$ cat src/rtl/dafx_pkg.sv
// Shared CS5343/CS4344 codec link types and frame geometry for dafx_core.
// Pure declarations, no logic.
package dafx_pkg;

    localparam int CS_SLOT_BITS_C    = 32;
    localparam int CS_FRAME_BITS_C   = 64;
    localparam int CS_SAMPLE_WIDTH_C = 24;

    typedef struct packed {
        logic [CS_SAMPLE_WIDTH_C-1:0] left;
        logic [CS_SAMPLE_WIDTH_C-1:0] right;
    } cs_stereo_t;

    typedef enum logic {
        CS_IDLE = 1'b0,
        CS_RUN  = 1'b1
    } cs_clk_state_e;

endpackage

$ cat src/rtl/cs5343_clkgen.sv
// Codec clock generator: MCLK = clk/2, SCLK/LRCK frame timing and a per-bit sample strobe.
// Latency: outputs registered; the first en=1 edge starts the frame at b=0 (LRCK falls).
// Backpressure: none, free-running while en=1.
module cs5343_clkgen
    import dafx_pkg::*;
#(
    parameter int SCLK_HALF_P = 4
) (
    input  logic       clk,
    input  logic       rst,
    input  logic       en,
    output logic       mclk,
    output logic       sclk,
    output logic       lrck,
    output logic       sample_stb,
    output logic [5:0] bit_idx
);

    localparam int PW = $clog2(2 * SCLK_HALF_P);
    localparam logic [PW-1:0] P_LAST = PW'(2 * SCLK_HALF_P - 1);
    localparam logic [PW-1:0] P_HIGH = PW'(SCLK_HALF_P);

    cs_clk_state_e   state, state_nxt;
    logic [PW-1:0]   phase, phase_nxt;
    logic [5:0]      bit_cnt, bit_nxt;
    logic            sclk_nxt, lrck_nxt;

    always_comb begin
        state_nxt = state;
        phase_nxt = phase;
        bit_nxt   = bit_cnt;
        case (state)
            CS_IDLE: if (en) state_nxt = CS_RUN;
            CS_RUN: begin
                if (!en) begin
                    state_nxt = CS_IDLE;
                    phase_nxt = '0;
                    bit_nxt   = '0;
                end else if (phase == P_LAST) begin
                    phase_nxt = '0;
                    bit_nxt   = bit_cnt + 6'd1;
                end else begin
                    phase_nxt = phase + PW'(1);
                end
            end
            default: state_nxt = CS_IDLE;
        endcase
        // Derived from next-state so the registered pins line up with the counters.
        sclk_nxt = (state_nxt == CS_RUN) && (phase_nxt >= P_HIGH);
        lrck_nxt = (state_nxt == CS_IDLE) || (bit_nxt >= 6'(CS_SLOT_BITS_C));
    end

    always_ff @(posedge clk) begin
        if (rst) begin
            state   <= CS_IDLE;
            phase   <= '0;
            bit_cnt <= '0;
            sclk    <= 1'b0;
            lrck    <= 1'b1;
            mclk    <= 1'b0;
        end else begin
            state   <= state_nxt;
            phase   <= phase_nxt;
            bit_cnt <= bit_nxt;
            sclk    <= sclk_nxt;
            lrck    <= lrck_nxt;
            mclk    <= ~mclk;
        end
    end

    // Last clk of the SCLK high phase, just before the ADC's falling-edge update.
    assign sample_stb = (state == CS_RUN) && en && (phase == P_LAST);
    assign bit_idx    = bit_cnt;

endmodule

$ cat src/rtl/cs5343_i2s_rx.sv
// CS5343 I2S capture: deserialises 24-bit stereo pairs onto a valid/ready stream.
// Latency: pair presented on the edge that samples the right LSB (b=56).
// Backpressure: single output register; an unaccepted pair is overwritten and rx_overflow sticks.
module cs5343_i2s_rx
    import dafx_pkg::*;
#(
    parameter int SAMPLE_WIDTH_P = 24,
    parameter int SCLK_HALF_P    = 4
) (
    input  logic                      clk,
    input  logic                      rst,
    input  logic                      en,
    output logic                      cs_rx_mclk,
    output logic                      cs_rx_sclk,
    output logic                      cs_rx_lrck,
    input  logic                      cs_rx_sdin,
    output logic [SAMPLE_WIDTH_P-1:0] rx_left,
    output logic [SAMPLE_WIDTH_P-1:0] rx_right,
    output logic                      rx_valid,
    input  logic                      rx_ready,
    output logic                      rx_overflow,
    input  logic                      overflow_clr
);

    localparam logic [5:0] L_LAST  = 6'(SAMPLE_WIDTH_P);
    localparam logic [5:0] R_FIRST = 6'(CS_SLOT_BITS_C + 1);
    localparam logic [5:0] R_LAST  = 6'(CS_SLOT_BITS_C + SAMPLE_WIDTH_P);

    logic                      sample_stb;
    logic [5:0]                bit_idx;
    logic                      sdin_q;
    logic [SAMPLE_WIDTH_P-1:0] left_sr, right_sr;
    logic                      in_left, in_right, pair_land;

    cs5343_clkgen #(.SCLK_HALF_P(SCLK_HALF_P)) u_clkgen (
        .clk        (clk),
        .rst        (rst),
        .en         (en),
        .mclk       (cs_rx_mclk),
        .sclk       (cs_rx_sclk),
        .lrck       (cs_rx_lrck),
        .sample_stb (sample_stb),
        .bit_idx    (bit_idx)
    );

    // One-SCLK I2S delay: bit 0 of each slot is skipped.
    assign in_left   = (bit_idx >= 6'd1) && (bit_idx <= L_LAST);
    assign in_right  = (bit_idx >= R_FIRST) && (bit_idx <= R_LAST);
    assign pair_land = sample_stb && (bit_idx == R_LAST);

    always_ff @(posedge clk) begin
        if (rst) begin
            sdin_q      <= 1'b0;
            left_sr     <= '0;
            right_sr    <= '0;
            rx_left     <= '0;
            rx_right    <= '0;
            rx_valid    <= 1'b0;
            rx_overflow <= 1'b0;
        end else begin
            sdin_q <= cs_rx_sdin;

            if (!en) begin
                left_sr  <= '0;
                right_sr <= '0;
            end else if (sample_stb) begin
                if (in_left)  left_sr  <= {left_sr[SAMPLE_WIDTH_P-2:0], sdin_q};
                if (in_right) right_sr <= {right_sr[SAMPLE_WIDTH_P-2:0], sdin_q};
            end

            if (pair_land) begin
                rx_left  <= left_sr;
                rx_right <= {right_sr[SAMPLE_WIDTH_P-2:0], sdin_q};
                rx_valid <= 1'b1;
            end else if (rx_valid && rx_ready) begin
                rx_valid <= 1'b0;
            end

            if (pair_land && rx_valid && !rx_ready) rx_overflow <= 1'b1;
            else if (overflow_clr)                  rx_overflow <= 1'b0;
        end
    end

endmodule

$ cat config.mk
export PLATFORM = sky130hd
export DESIGN_NAME = cs5343_i2s_rx
export DESIGN_NICKNAME = d
export VERILOG_FILES = /design/src/rtl/dafx_pkg.sv /design/src/rtl/cs5343_clkgen.sv /design/src/rtl/cs5343_i2s_rx.sv
export SDC_FILE = /design/constraint.sdc
export NUM_CORES = 1
export LEC_CHECK = 0
export ABC_CLOCK_PERIOD_IN_PS = 3400
export CORE_ASPECT_RATIO = 0.8
export CORE_MARGIN = 2
export CORE_UTILIZATION = 55
export CTS_CLUSTER_SIZE = 12
export DETAILED_ROUTE_END_ITERATION = 12
export PLACE_DENSITY = 0.91
export SYNTH_ARGS = -nofsm -noshare
export SYNTH_HDL_FRONTEND = slang
export SYNTH_SLANG_ARGS = --single-unit
$ cat constraint.sdc
create_clock -name clk -period 3.4 [get_ports clk]
set_input_delay 0.68 -clock clk [delete_from_list [all_inputs] [get_ports clk]]
set_output_delay 0.68 -clock clk [all_outputs]
set_load 0.005 [all_outputs]
==> results of run 1 <==
==> layout by cell type, fill, tap and decap left out, drive strengths merged, types with 5 or more instances in the layout <==
cell type and n:
dfxtp 111, nand3 26, ha 7, inv 9, mux2i 24, nor2b 8
clkbuf 10, buf 8, clkdlybuf4s50 57, nor2 5, o21ai 27, a21oi 56
nand2b 5, nand2 145
==> stage by stage <==
step                      utilization [%]  power [mW]  hold slack, ns  setup WS [ns]
after floorplan                         -       1.365          0.4010          1.471
after global placement              64.27       1.380          0.3957         0.7390
final                               66.96       2.120          0.4215         0.6289
after detailed placement            64.27       1.381          0.4070         0.6292
after CTS                           66.96       2.135          0.4242         0.6203
after global routing                66.96       2.185          0.4405         0.3420
==> logic make-up after synthesis <==
logic type,synth area share (%)
and+or+nand+nor,21.04
DFF,53.53
AOI/OAI and AO/OA,11.88
buffers and inverters,4.912
muxes,6.329
adders and majority gates,2.110
xor gates and xnor gates,0.2110
==> power by group <==
part | switching [mW] | internal [mW] | total [mW] | leakage (nW)
Clock | 0.460 | 0.307 | 0.768 | 0.103
Sequential | 0.00452 | 1.30 | 1.31 | 0.895
Combinational | 0.0297 | 0.0153 | 0.0449 | 0.623
==> final timing paths <==
path	from	end	slack, ns	cells past startpoint
worst min register to register	u_clkgen.mclk$_SDFF_PP0_	u_clkgen.mclk$_SDFF_PP0_	0.42	1
worst max register to register	u_clkgen.bit_idx[1]$_SDFF_PP0_	right_sr[11]$_SDFFE_PP0P_	0.63	5
worst min-delay path	u_clkgen.mclk$_SDFF_PP0_	u_clkgen.mclk$_SDFF_PP0_	0.42	1
worst max-delay path	u_clkgen.bit_idx[1]$_SDFF_PP0_	right_sr[11]$_SDFFE_PP0P_	0.63	5
==> layout make-up <==
type	count	area (sq um)
fillers	556	2431
flip-flops and latches	111	2222
multi-input cells	329	1747
repair buffers	65	628.1
clock buffers	10	137.6
well taps	90	112.6
clock inverters	6	60.06
inverters	5	18.77
==> worst max-delay path, stage by stage (launching register included) <==
cell     delay, ns
dfxtp_1       0.41
inv_1         0.12
ha_1          0.22
nor4_1        0.58
a211o_1       0.99
o21ai_0       0.28
==> registers in the layout (all words and copies together) (netlist names), named ones only <==
signal	count
left_sr	24
right_sr	23
rx_left	24
rx_overflow	1
rx_right	24
rx_valid	1
sdin_q	1
u_clkgen.bit_idx	6
u_clkgen.lrck	1
u_clkgen.mclk	1
u_clkgen.phase	1
u_clkgen.sclk	1
u_clkgen.state	1
==> routing by layer <==
metal | track usage (%) | vias up | part of all wire (%)
met4 | 5.811 | 0 | 1.6
li1 | - | 1675 | -
met1 | 25.17 | 1543 | 45
met5 | 0 | - | 0
met2 | 36.36 | 76 | 49
met3 | 5.702 | 14 | 4.4
==> flow_metrics.py, run 1 <==
metrics = {
    "timing": {
        "finalMaxSlewViolations": 0,
        "fin_crit_sh_pct": 81.50,
        "relSlewSlack_pct": 23.26,
        "fin_crit_ns": 2.771,
        "rsz0062_at_grt": "no",
        "final-setup-viol-count": 0,
        "hold_viol": 0,
        "skew_ns": 0.01173,
        "worst_slew_pin_slew_ns": 1.151,
        "setup_tns_ns": 0,
        "fmax_mhz": 360.9,
    },
    "placed_design": {
        "dpl_cell_area_sq_um": 4728,
        "hpwl_mm": 5.449,
        "port_buffers": 58,
        "place_congestion": 0.7976,
        "dp.cells": 600,
    },
    "clocking": {
        "cts_buffer_depth": 2,
        "cts_resized": 0,
        "clk_pin_slew_ns": 0.10,
        "clk_latency_ns": 0.37,
        "cts_tree": "done",
        "hold_buffers": 0,
        "clockRootBuffer": "clkbuf_8",
        "post_cts_buffers": 0,
        "htree_levels": 3,
        "cts_made_buffers": 9,
        "cts.sinks": 111,
    },
    "layout": {
        "drive_gt1_share_pct": 5.703,
        "syn_to_final_growth_pct": 18.66,
        "finalNonFillerCells": 616,
        "n_antenna_cell": 0,
        "final_nets": 534,
        "final_cell_area_sq_um": 4926,
    },
    "global_route": {
        "grt_antenna_before_repair": 0,
        "grt_usage_pct": 20.72,
        "grt_overflow": 0,
        "grt_pass1_wl_mm": 13.63,
        "grt_pass1_vias": 3150,
        "grt_max_degree": 51,
    },
    "synth": {
        "synth-async-reset-ratio_pct": 0,
        "synth_commonest_cells": "nand2_1 (145), dfxtp_1 (111), a21oi_1 (56)",
        "ys_seq_area_share_pct": 53.53,
        "yosys.area.top_type": "dfxtp_1",
        "synthTopCellsByArea": "dfxtp_1 (54%), nand2_1 (13%), a21oi_1 (6.8%)",
        "synth_top_cell_area_share_pct": 53.53,
        "syn_area_per_cell_sq_um": 8.613,
        "synth.distinct_cells": 35,
        "synth_warnings": 0,
        "ys_ff_latch": 111,
        "syn_area_sq_um": 4151,
        "synth.most_common_cell": "nand2_1",
        "synth-edff-count": 0,
        "ys.flop_type": "dfxtp_1",
        "postSynthCellCount": 482,
        "syn_nets": 495,
    },
    "worst_setup_path": {
        "critPathKind": "flop to flop",
        "cp_max_fo": 46,
        "cp-end-kind": "flop",
        "cp-start-kind": "flop",
        "critPathArrivalTime_ns": 2.97,
        "required_ns": 3.59,
    },
    "route": {
        "dr.pass1.iters": 4,
        "drt_wl_total_mm": 8.144,
        "remaining_drc_errors": 0,
        "wl_per_cell_um": 13.22,
        "dr.first_iter.drc_count": 184,
        "postRouteAntennaNets": 0,
        "via_per_inst": 5.370,
        "vias": 3308,
    },
    "die": {
        "io_pins": 59,
        "die_area_sq_um": 8263,
        "start_util_pct": 56.43,
        "fp-row-count": 28,
        "core-area_sq_um": 7357,
        "dieWidth_um": 101.1,
        "die_y_um": 81.71,
    },
    "worst_hold_path": {
        "min_path_type": "flop to flop",
    },
    "run_status": {
        "run_status": "completed",
    },
    "power": {
        "powerDensity_nw_per_um2": 430.3,
        "p_leak_nw": 1.621,
        "vdd_drop_max_mv": 0.2722,
    },
    "run": {
        "cap_violations": 0,
    },
}
Power figures use the tool's default switching activity.
==> run 2: changes to the inputs <==
--- a/config.mk
+++ b/config.mk
@@ -5,13 +5,13 @@
 export SDC_FILE = /design/constraint.sdc
 export NUM_CORES = 1
 export LEC_CHECK = 0
-export ABC_CLOCK_PERIOD_IN_PS = 3400
+export ABC_CLOCK_PERIOD_IN_PS = 2700
 export CORE_ASPECT_RATIO = 0.8
 export CORE_MARGIN = 2
-export CORE_UTILIZATION = 55
+export CORE_UTILIZATION = 54
 export CTS_CLUSTER_SIZE = 12
 export DETAILED_ROUTE_END_ITERATION = 12
-export PLACE_DENSITY = 0.91
+export PLACE_DENSITY = 0.9
 export SYNTH_ARGS = -nofsm -noshare
 export SYNTH_HDL_FRONTEND = slang
 export SYNTH_SLANG_ARGS = --single-unit
==> constraint.sdc (replaced) <==
create_clock -name clk -period 2.7 [get_ports clk]
set_input_delay 0.54 -clock clk [delete_from_list [all_inputs] [get_ports clk]]
set_output_delay 0.54 -clock clk [all_outputs]
set_load 0.005 [all_outputs]
==> flow_metrics.py, run 2 (same netlist as run 1, synthesis figures left out) <==
metrics = {
    "clocking": {
        "cts_made_buffers": 9,
        "clockRootBuffer": "clkbuf_8",
        "htree_levels": 3,
        "cts_tree": "done",
        "clk_pin_slew_ns": 0.10,
        "clk_latency_ns": 0.36,
        "cts_buffer_depth": 2,
        "cts_resized": 0,
        "cts.sinks": 111,
        "hold_buffers": 0,
        "post_cts_buffers": 0,
    },
    "global_route": {
        "grt_pass1_vias": 2958,
        "grt_pass1_wl_mm": 13.46,
        "grt_max_degree": 49,
        "grt_usage_pct": 20.60,
        "grt_antenna_before_repair": 0,
        "grt_overflow": 0,
    },
    "placed_design": {
        "dpl_cell_area_sq_um": 4795,
        "place_congestion": 0.7685,
        "hpwl_mm": 5.464,
        "port_buffers": 58,
        "pre_cts_slack_ns": 0.3528,
    },
    "worst_setup_path": {
        "max_stage_delay_ns": 0.57,
        "cp_max_fo": 36,
        "worstPathCellList": "inv_1 -> ha_1 -> nor4_1 -> a211o_1 -> buf_4 -> nand3_1 -> o21ai_0",
        "worst-r2r-cell-count": 7,
        "cp.depth": 7,
        "r2r_slack_ns": 0.35,
        "cp_slowest_cell": "nor4_1",
        "critPathArrivalTime_ns": 2.63,
        "required_ns": 2.99,
        "cp-end-kind": "flop",
        "cp-start-kind": "flop",
        "reg2reg_to": "right_sr[22]$_SDFFE_PP0P_",
        "critical-path-top-delay-family": "simple AND/OR/NAND/NOR gates",
        "critPathKind": "flop to flop",
        "rr_startpoint": "u_clkgen.bit_idx[1]$_SDFF_PP0_",
        "critPathBufInv": 2,
    },
    "power": {
        "power.switching_mw": 0.5718,
        "cell_internal_pwr_mw": 2.142,
        "seqPwrFrac_pct": 60.5,
        "p_leak_nw": 1.638,
        "pwr-share-clk_pct": 37.3,
        "netSwitchingFraction_pct": 21.07,
        "vdd_drop_max_mv": 0.3552,
        "powerDensity_nw_per_um2": 542.7,
        "pwr-share-comb_pct": 2.2,
    },
    "die": {
        "die_y_um": 82.43,
        "dieWidth_um": 102.0,
        "die_area_sq_um": 8410,
        "io_pins": 59,
        "start_util_pct": 55.90,
        "fp-row-count": 28,
        "core-area_sq_um": 7427,
    },
    "worst_hold_path": {
        "worstHoldEndpoint": "u_clkgen.mclk$_SDFF_PP0_",
        "min_from": "u_clkgen.mclk$_SDFF_PP0_",
        "min_path_type": "flop to flop",
        "holdPathStages": 1,
    },
    "layout": {
        "final_cell_mix": "nand2_1 (145), dfxtp_1 (111), clkdlybuf4s50_1 (57)",
        "reg.largest.list": "left_sr: 24 flops, rx_left: 24 flops, rx_right: 24 flops",
        "fill_cells": 598,
        "n_antenna_cell": 0,
        "utilization_pct": 67.33,
        "syn_to_final_growth_pct": 20.46,
        "mostFrequentLayoutCell": "nand2_1",
        "multi_input_area_sq_um": 1747,
        "final_cell_area_sq_um": 5001,
        "regArea_sq_um": 2222,
        "final_nets": 537,
        "drive_gt1_share_pct": 6.049,
    },
    "route": {
        "remaining_drc_errors": 0,
        "dr.first_iter.drc_count": 180,
        "drt_wl_total_mm": 8.118,
        "via_per_inst": 5.222,
        "dr.pass1.iters": 4,
        "postRouteAntennaNets": 0,
        "vias": 3311,
        "wl_per_cell_um": 12.80,
    },
    "timing": {
        "fmax_mhz": 426.3,
        "finalMaxSlewViolations": 0,
        "hold_viol": 0,
        "fin_crit_ns": 2.346,
        "fin_crit_sh_pct": 86.89,
        "setup_tns_ns": 0,
        "relSlewSlack_pct": 58.99,
        "skew_ns": 0.01294,
        "final-setup-viol-count": 0,
        "rsz0062_at_grt": "no",
        "worst_slew_pin_slew_ns": 0.6095,
        "setup_ws_ns": 0.3540,
    },
    "run": {
        "cap_violations": 0,
    },
    "run_status": {
        "run_status": "completed",
    },
}
## run 2: how the worst max path moves through the flow
stage	startpoint	end	slack, ns
floorplan	flop	left_sr[21]$_SDFFE_PP0P_	0.86
finish	u_clkgen.bit_idx[1]$_SDFF_PP0_	right_sr[22]$_SDFFE_PP0P_	0.35
CTS	u_clkgen.bit_idx[1]$_SDFF_PP0_	right_sr[11]$_SDFFE_PP0P_	0.39
global placement	en	rx_overflow$_SDFFE_PP0P_	0.41
global route	u_clkgen.bit_idx[1]$_SDFF_PP0_	right_sr[19]$_SDFFE_PP0P_	0.11
detailed placement	en	rx_overflow$_SDFFE_PP0P_	0.35
## run 2: power groups by stage
| stage | clock, mW | sequential (mW) | combinational [mW] |
|---|---|---|---|
| global placement | 0 | 1.68 | 0.0586 |
| global route | 1.10 | 1.64 | 0.0656 |
| floorplan | 0 | 1.68 | 0.0383 |
| finish | 1.01 | 1.64 | 0.0597 |
| detailed placement | 0 | 1.68 | 0.0594 |
| CTS | 1.03 | 1.64 | 0.0598 |
## run 2: through the flow
| step | cells | power [mW] | hold slack (ns) |
|---|---|---|---|
| 3_5_place_dp | 618 | 1.740 | 0.4139 |
| 4_1_cts | 634 | 2.736 | 0.4301 |
| 6_report | 634 | 2.714 | 0.4223 |
| 2_1_floorplan | 482 | 1.719 | 0.4010 |
| 5_1_grt | 634 | 2.809 | 0.4349 |
| 3_3_place_gp | 618 | 1.739 | 0.3957 |
## run 2: layout make-up
cell class                      count  share of cell area, %
Clock inverter                      4                  1.026
Inverter                            5                 0.3753
Timing Repair Buffer               68                  13.51
Tap cell                          105                  2.627
Multi-Input combinational cell    329                  34.93
Sequential cell                   111                  44.43
Clock buffer                       12                  3.102
## run 2: layer usage
layer / vias to the layer above / global-route usage (%) / wire length, um
li1: 1685 / - / -
met5: - / 0 / 0
met2: 79 / 34.67 / 3971
met4: 0 / 6.800 / 110
met1: 1534 / 25.68 / 3638
met3: 13 / 5.976 / 399
==> run 3: changes to the inputs <==
--- a/config.mk
+++ b/config.mk
@@ -5,13 +5,15 @@
 export SDC_FILE = /design/constraint.sdc
 export NUM_CORES = 1
 export LEC_CHECK = 0
-export ABC_CLOCK_PERIOD_IN_PS = 2700
+export ABC_CLOCK_PERIOD_IN_PS = 2430
+export CELL_PAD_IN_SITES_DETAIL_PLACEMENT = 0
+export CELL_PAD_IN_SITES_GLOBAL_PLACEMENT = 1
 export CORE_ASPECT_RATIO = 0.8
 export CORE_MARGIN = 2
-export CORE_UTILIZATION = 54
+export CORE_UTILIZATION = 40
 export CTS_CLUSTER_SIZE = 12
 export DETAILED_ROUTE_END_ITERATION = 12
-export PLACE_DENSITY = 0.9
+export PLACE_DENSITY = 0.89
 export SYNTH_ARGS = -nofsm -noshare
 export SYNTH_HDL_FRONTEND = slang
 export SYNTH_SLANG_ARGS = --single-unit
==> constraint.sdc (replaced) <==
create_clock -name clk -period 2.43 [get_ports clk]
set_input_delay 0.486 -clock clk [delete_from_list [all_inputs] [get_ports clk]]
set_output_delay 0.486 -clock clk [all_outputs]
set_load 0.005 [all_outputs]
==> flow_metrics.py, run 3 (same netlist as run 1, synthesis figures left out) <==
metrics = {
    "route": {
        "vias": 3230,
        "dr.pass1.iters": 4,
        "wl_per_cell_um": 12.10,
        "remaining_drc_errors": 0,
        "via_per_inst": 4.821,
        "drt_wl_total_mm": 8.110,
        "dr.first_iter.drc_count": 169,
        "postRouteAntennaNets": 0,
    },
    "clocking": {
        "clockRootBuffer": "clkbuf_16",
        "cts.sinks": 111,
        "clk_pin_slew_ns": 0.07,
        "cts_resized": 0,
        "hold_buffers": 0,
        "post_cts_buffers": 0,
        "cts_buffer_depth": 2,
        "htree_levels": 3,
        "clk_latency_ns": 0.34,
        "cts_made_buffers": 9,
        "cts_tree": "done",
    },
    "worst_setup_path": {
        "cp-end-kind": "flop",
        "worst-r2r-cell-count": 7,
        "critPathArrivalTime_ns": 2.40,
        "required_ns": 2.72,
        "cp-start-kind": "flop",
        "reg2reg_to": "rx_overflow$_SDFFE_PP0P_",
        "critPathKind": "flop to flop",
        "cp_max_fo": 27,
        "r2r_slack_ns": 0.32,
    },
    "run_status": {
        "run_status": "completed",
    },
    "layout": {
        "utilization_pct": 51.01,
        "final_cell_mix": "nand2_1 (145), dfxtp_1 (111), clkdlybuf4s50_1 (57)",
        "n_antenna_cell": 0,
        "reg.largest.list": "left_sr: 24 flops, rx_left: 24 flops, rx_right: 24 flops",
        "mostFrequentLayoutCell": "nand2_1",
        "final_nets": 538,
        "drive_gt1_share_pct": 6.415,
        "syn_to_final_growth_pct": 24.80,
    },
    "timing": {
        "relSlewSlack_pct": 75.61,
        "setup_ws_ns": 0.3202,
        "worst_slew_pin_slew_ns": 0.3659,
        "fmax_mhz": 474.0,
        "fin_crit_ns": 2.110,
        "fin_crit_sh_pct": 86.82,
        "hold_viol": 0,
        "finalMaxSlewViolations": 0,
        "setup_tns_ns": 0,
        "whs_ns": 0.4032,
        "skew_ns": 0.01071,
        "rsz0062_at_grt": "no",
        "final-setup-viol-count": 0,
    },
    "worst_hold_path": {
        "holdPathStages": 1,
        "min_from": "u_clkgen.mclk$_SDFF_PP0_",
        "worstHoldEndpoint": "u_clkgen.mclk$_SDFF_PP0_",
        "min_path_type": "flop to flop",
    },
    "power": {
        "powerDensity_nw_per_um2": 662.5,
        "total_power_mw": 3.432,
        "p_leak_nw": 1.703,
        "vdd_drop_max_mv": 0.3185,
    },
    "global_route": {
        "grt_overflow": 0,
        "grt_usage_pct": 15.08,
        "grt_max_degree": 62,
        "grt_pass1_wl_mm": 13.81,
        "grt_antenna_before_repair": 0,
        "grt_pass1_vias": 3073,
    },
    "placed_design": {
        "port_buffers": 58,
        "hpwl_mm": 5.328,
        "place_congestion": 0.8040,
        "pre_cts_slack_ns": 0.1846,
    },
    "die": {
        "die_area_sq_um": 11210,
        "die_y_um": 95.12,
        "start_util_pct": 40.87,
        "dieWidth_um": 117.9,
        "fp-row-count": 33,
        "io_pins": 59,
        "core-area_sq_um": 10160,
    },
    "run": {
        "cap_violations": 0,
    },
}
[run 3: changes by cell type in the layout (fill, tap and decap cells not counted), sizes merged]
cell and change:
buf +1, clkbuf -3, clkinv +2, clkinvlp -1, inv +2
[run 3: stage by stage]
stage / std cells / area [sq um]
after floorplan: 482 / 4151
after global placement: 654 / 4858
after detailed placement: 654 / 4858
after CTS: 670 / 5181
after global routing: 670 / 5181
final: 670 / 5181
[run 3: worst max-delay path by stage]
stage          from                       end  slack [ns]
6_report       flop  rx_overflow$_SDFFE_PP0P_        0.32
5_1_grt        flop  rx_overflow$_SDFFE_PP0P_        0.17
4_1_cts        flop  rx_overflow$_SDFFE_PP0P_        0.32
3_5_place_dp     en  rx_overflow$_SDFFE_PP0P_        0.18
3_3_place_gp     en  rx_overflow$_SDFFE_PP0P_        0.20
2_1_floorplan  flop  left_sr[21]$_SDFFE_PP0P_        0.59
[run 3: final cells by class]
| type | count | area (sq um) |
|---|---|---|
| clock buffer | 9 | 225.2 |
| clock inverter | 7 | 97.59 |
| fill | 978 | 4976 |
| inverter | 5 | 18.77 |
| multi-input combinational | 329 | 1747 |
| sequential | 111 | 2222 |
| tap | 140 | 175.2 |
| timing repair buffer | 69 | 695.7 |
[run 3: power by group]
| group | internal [mW] | switching (mW) |
|---|---|---|
| clock network | 0.834 | 0.704 |
| logic | 0.0246 | 0.0459 |
| registers | 1.82 | 0.00233 |
[run 3: per-layer routing]
metal,vias to the layer above,share of wire (%),track usage (%)
met1,1466,48,17.96
met2,69,47,27.08
li1,1690,-,-
met3,5,4.6,4.366
met4,0,0.84,3.815
met5,-,0,0
[run 3: worst max-delay path, stage by stage (launching register included)]
cell and delay [ns]:
dfxtp_1 0.35, ha_1 0.18, ha_1 0.30, nand4_1 0.19
or3_2 0.52, buf_4 0.24, o22ai_1 0.14, and2b_1 0.13
